[src/rtl/classifier_seq.sv]
// Sequencer for the INT4xINT8 classifier MAC/argmax datapath: streams every
// (feature, class) operand pair into the MAC, flushes, then captures the argmax result.
module classifier_seq #(
   parameter int unsigned N_FEAT     = 64,
   parameter int unsigned N_CLASS    = 8,
   parameter int unsigned CLASS_BITS = 3,
   parameter int unsigned FEAT_AW    = $clog2(N_FEAT),
   parameter int unsigned W_AW       = $clog2(N_CLASS * N_FEAT),
   parameter int unsigned RES_LAT    = 1
) (
   input  logic                  clk,
   input  logic                  rst,
   input  logic                  start,
   input  logic                  abort,
   output logic                  busy,
   output logic                  done,
   output logic [FEAT_AW-1:0]    feat_addr,
   input  logic [3:0]            feat_rdata,
   output logic [W_AW-1:0]       w_addr,
   input  logic [7:0]            w_rdata,
   output logic [3:0]            x_int4,
   output logic [7:0]            w_int8,
   output logic                  new_feat,
   output logic                  new_class,
   output logic [CLASS_BITS-1:0] class_id,
   input  logic [19:0]           max_score,
   input  logic [CLASS_BITS-1:0] max_class,
   output logic [19:0]           res_score,
   output logic [CLASS_BITS-1:0] res_class
);

   localparam int unsigned K      = N_CLASS * N_FEAT;
   localparam int unsigned WAIT_W = (RES_LAT > 1) ? $clog2(RES_LAT) : 1;

   typedef enum logic [2:0] {IDLE, RUN, FLUSH, WAIT, DONE} state_t;

   state_t                state;
   logic                  issue;
   logic [CLASS_BITS-1:0] class_cnt;
   logic                  s1_valid;
   logic                  s1_first;
   logic [CLASS_BITS-1:0] s1_class;
   logic [WAIT_W-1:0]     wait_cnt;

   // feat_addr doubles as the feature counter; w_addr runs linearly across all beats.
   always_ff @(posedge clk or posedge rst) begin
      if (rst) begin
         state     <= IDLE;
         issue     <= 1'b0;
         feat_addr <= '0;
         w_addr    <= '0;
         class_cnt <= '0;
         s1_valid  <= 1'b0;
         s1_first  <= 1'b0;
         s1_class  <= '0;
         x_int4    <= '0;
         w_int8    <= '0;
         new_feat  <= 1'b0;
         new_class <= 1'b0;
         class_id  <= '0;
         busy      <= 1'b0;
         done      <= 1'b0;
         wait_cnt  <= '0;
         res_score <= '0;
         res_class <= '0;
      end else if (abort && state != IDLE) begin
         state     <= IDLE;
         issue     <= 1'b0;
         feat_addr <= '0;
         w_addr    <= '0;
         class_cnt <= '0;
         s1_valid  <= 1'b0;
         s1_first  <= 1'b0;
         s1_class  <= '0;
         x_int4    <= '0;
         w_int8    <= '0;
         new_feat  <= 1'b0;
         new_class <= 1'b0;
         class_id  <= '0;
         busy      <= 1'b0;
         done      <= 1'b0;
         wait_cnt  <= '0;
      end else begin
         // S0: address issue
         if (issue) begin
            if (w_addr == W_AW'(K - 1)) begin
               issue     <= 1'b0;
               w_addr    <= '0;
               feat_addr <= '0;
               class_cnt <= '0;
            end else begin
               w_addr <= w_addr + W_AW'(1);
               if (feat_addr == FEAT_AW'(N_FEAT - 1)) begin
                  feat_addr <= '0;
                  class_cnt <= class_cnt + CLASS_BITS'(1);
               end else begin
                  feat_addr <= feat_addr + FEAT_AW'(1);
               end
            end
         end

         // S1: tags travel alongside the memory read
         s1_valid <= issue;
         s1_first <= issue && (feat_addr == '0);
         s1_class <= class_cnt;

         // S2: registered MAC operands, zero when no beat is in flight
         new_feat  <= s1_valid;
         new_class <= s1_valid & s1_first;
         class_id  <= s1_valid ? s1_class : '0;
         x_int4    <= s1_valid ? feat_rdata : '0;
         w_int8    <= s1_valid ? w_rdata : '0;
         done      <= 1'b0;

         case (state)
            IDLE: begin
               if (start) begin
                  state <= RUN;
                  busy  <= 1'b1;
                  issue <= 1'b1;
               end
            end
            RUN: begin
               // last operands are on the MAC bus now; next cycle is the flush strobe
               if (!issue && !s1_valid) begin
                  state     <= FLUSH;
                  new_class <= 1'b1;
                  class_id  <= '0;
               end
            end
            FLUSH: begin
               state    <= WAIT;
               wait_cnt <= '0;
            end
            WAIT: begin
               if (wait_cnt == WAIT_W'(RES_LAT - 1)) begin
                  state     <= DONE;
                  res_score <= max_score;
                  res_class <= max_class;
                  done      <= 1'b1;
                  busy      <= 1'b0;
               end else begin
                  wait_cnt <= wait_cnt + WAIT_W'(1);
               end
            end
            DONE:    state <= IDLE;
            default: state <= IDLE;
         endcase
      end
   end

endmodule
[config.mk]
export PLATFORM = sky130hd
export DESIGN_NAME = classifier_seq
export DESIGN_NICKNAME = d
export VERILOG_FILES = /design/src/rtl/classifier_seq.sv
export SDC_FILE = /design/constraint.sdc
export NUM_CORES = 1
export LEC_CHECK = 0
export CORE_MARGIN = 2
export CORE_UTILIZATION = 46
export DETAILED_ROUTE_END_ITERATION = 10
export GPL_TIMING_DRIVEN = 0
export MAX_ROUTING_LAYER = met4
export PLACE_DENSITY = 0.88
export SYNTH_ARGS = -nofsm -noshare
export SYNTH_HDL_FRONTEND = slang
export SYNTH_SLANG_ARGS = --single-unit
[constraint.sdc]
create_clock -name clk -period 3.2 [get_ports clk]
set_clock_uncertainty 0.2 [all_clocks]
set_input_delay 0.64 -clock clk [delete_from_list [all_inputs] [get_ports clk]]
set_output_delay 0.64 -clock clk [all_outputs]
set_load 0.01 [all_outputs]
==> key figures <==
Outcome
  – Outcome: complete, no violations

Cells and area
  – Most frequent cells in the layout: clkdlybuf4s50_1, dfrtp_1, and3_1, mux2_2, o21ai_0
  – Area Growth Syn to Fin: 44.3%
  – N_diodes: 0
  – Most common cell after layout, fill and taps aside: clkdlybuf4s50_1
  – Final core utilization: 0.699
  – Fraction of layout instances using a drive strength above 1: 0.144
  – Layout Nets: 393
  – Post-layout instance area: 0.00419 mm²
  – Fin cells: 429

Pwr
  – Maximum vdd ir drop: 0.579 mV
  – P per Cell Area: 818 mW/mm²
  – Lkg Pwr: 1.92 nW

Die
  – Initial Util: 0.484
  – IO Pins: 96
  – Die width: 83.4 µm
  – Die height: 83.4 µm
  – FP Rows: 28
  – Die area: 0.00696 mm²
  – Core area: 0.00599 mm²

Yosys
  – Yosys reg bits: 69
  – Post-synth top area share: 0.595
  – Yosys top cell by area: dfrtp_1
  – Cell area after synthesis: 0.00290 mm²
  – Yosys cell types: 38
  – Synth Net Count: 286
  – Yosys warns: 0
  – Top cells by area, synth: dfrtp_1, mux2_2, and3_1
  – Seq/Total Area, Yosys: 0.595
  – Syn Inst Count: 242
  – Mean Syn Cell Area: 12.0 µm²

Clocking
  – CTS Buf Count: 9
  – CTS tree: done
  – H-tree levels: 3
  – Clk sinks: 69
  – Post-CTS Resized: 0
  – Reg clk slew, reported paths: 0.08 ns
  – Clock buffer depth: 2
  – Cts hold-fix bufs: 0
  – CTS Root Cell: clkbuf_8
  – Total setup buffers inserted after CTS: 0
  – Clock network latency to the later pin of the worst-skew pair: 0.34 ns

Critical path
  – WS Path Type: reg2reg
  – R2r setup slk: 0.27 ns
  – Critical Path RT: 3.26 ns
  – Worst Path Arrival: 2.99 ns
  – R2R Path Start: w_addr[0]
  – Worst Path Max Fanout: 8
  – Critical Path Start Type: flop
  – Reg2Reg Depth: 11
  – Worst flop-to-flop path endpoint: w_addr[2]
  – CP endpoint kind: flop

STA
  – Max Clk Rate: 0.341 GHz
  – Final setup vio count: 0
  – Unrepaired setup endpoints after global routing: no
  – Setup TNS: 0 ns
  – Tightest Pin Transition: 0.709 ns
  – Hold Slack: 0.271 ns
  – Rel. slew slack: 0.527
  – Slew Viols, Final: 0
  – Final min period: 2.93 ns
  – Final Cycle Share: 0.917
  – Final hold vios: 0

Global route
  – Vias in the first global route: 2,308
  – First-pass GRT wire length: 11.8 mm
  – Initial antenna violation count: 0
  – GR Util All Layers: 0.222
  – Total grt overflow: 0
  – Largest net degree at the start of global routing: 38

Place
  – Final Wtd Congestion: 0.850
  – Post-Place Cells: 413
  – Port bufs: 95
  – DP Area: 0.00397 mm²
  – Sum of net half-perimeters after detailed placement: 5.05 mm

Routing
  – Routed wire length per instance: 16.3 µm
  – DRC viols: 0
  – Post-route ant nets: 0
  – First-pass detailed-route iteration total: 5
  – Vias: 2,268
  – Drt total wl: 7.01 mm
  – Initial DRC count: 156
  – Via density: 5.29

Worst hold path
  – Hold crit path type: reg2reg
  – Hold Path Sink: class_id[2]
  – WHS Path Cells: 1
  – Worst hold start: s1_class[2]

Flow run
  – Max Cap Viol: 0
-- cells by family (layout without fill, tap and decap cells) --
logic type / Yosys count / after routing / synth area share
buffers and inverters: 23 / 135 / 0.0384
AOI/OAI and AO/OA: 39 / 39 / 0.0936
adders and majority gates: 5 / 5 / 0.0216
DFF: 69 / 69 / 0.595
muxes: 28 / 28 / 0.107
and+or+nand+nor: 78 / 78 / 0.145
-- layout make-up --
class | instances | area [µm²]
Fill cell | 414 | 1800
Sequential cell | 69 | 1730
Multi-Input combinational cell | 150 | 1060
Timing Repair Buffer | 96 | 971
Clock buffer | 9 | 124
Clock inverter | 7 | 97.6
Tap cell | 75 | 93.8
Buffer | 14 | 77.6
Inverter | 9 | 33.8
-- cells in the mapped netlist --
cell / count
dfrtp_1: 69
and3_1: 26
mux2_2: 23
o21ai_0: 17
nand2_1: 14
nand3_1: 10
inv_1: 9
nor2_1: 8
clkbuf_1: 7
a21oi_1: 6
nor3_1: 6
and2_1: 5
ha_1: 5
mux2i_1: 5
buf_4: 4
buf_2: 2
nand2b_1: 2
nand4_1: 2
o211ai_1: 2
o21ai_1: 2
a21o_1: 1
a22o_1: 1
a311oi_1: 1
a311oi_4: 1
a32oi_1: 1
and4_1: 1
buf_6: 1
nor2b_1: 1
nor4b_1: 1
o2111ai_1: 1
o21ai_2: 1
o22ai_1: 1
o31a_1: 1
o31ai_1: 1
o31ai_4: 1
o32a_1: 1
or3_1: 1
or4_1: 1
-- routing by layer --
| metal | vias up | global-route usage | part of all wire |
|---|---|---|---|
| met5 | - | - | 0 |
| met4 | 0 | 0.0581 | 0.0058 |
| met2 | 104 | 0.356 | 0.49 |
| li1 | 1071 | - | - |
| met3 | 5 | 0.0616 | 0.074 |
| met1 | 1088 | 0.280 | 0.43 |
-- power breakdown --
group,switching [mW],internal (mW),leakage (nW)
Clock,0.341,0.441,0.106
Sequential,0.182,1.13,0.906
Combinational,0.596,0.736,0.907
-- state kept, by name, summed over array words and instances (netlist names), 4 cells and up --
register	flops
res_score	20
w_addr	9
w_int8	8
feat_addr	6
x_int4	4
-- per-stage QoR --
step                      worst slack, ns  total power, mW
after floorplan                     0.592             1.97
after global placement             -0.468             2.61
after detailed placement            0.331             2.66
after CTS                           0.289             3.46
after global routing               0.0936             3.64
final                               0.267             3.42
-- worst max-delay path, cell delays in order, from the launching register on --
cell and delay [ns]:
dfrtp_1 0.44, ha_1 0.26, and3_1 0.24, and3_1 0.21
and3_1 0.18, ha_1 0.17, clkbuf_1 0.22, inv_1 0.20
and3_1 0.17, clkbuf_1 0.29, nand2_1 0.11, o21ai_0 0.16
-- worst max-delay path by stage --
stage / depth (start not counted) / endpoint / start
CTS: 10 / w_addr[7] / w_addr[0]
global route: 11 / class_cnt[0] / w_addr[0]
finish: 11 / w_addr[2] / w_addr[0]
global placement: 2 / w_addr[8] / rst
detailed placement: 10 / w_addr[7] / w_addr[0]
floorplan: 10 / w_addr[7] / w_addr[0]
(Power assumes the default switching activity.)
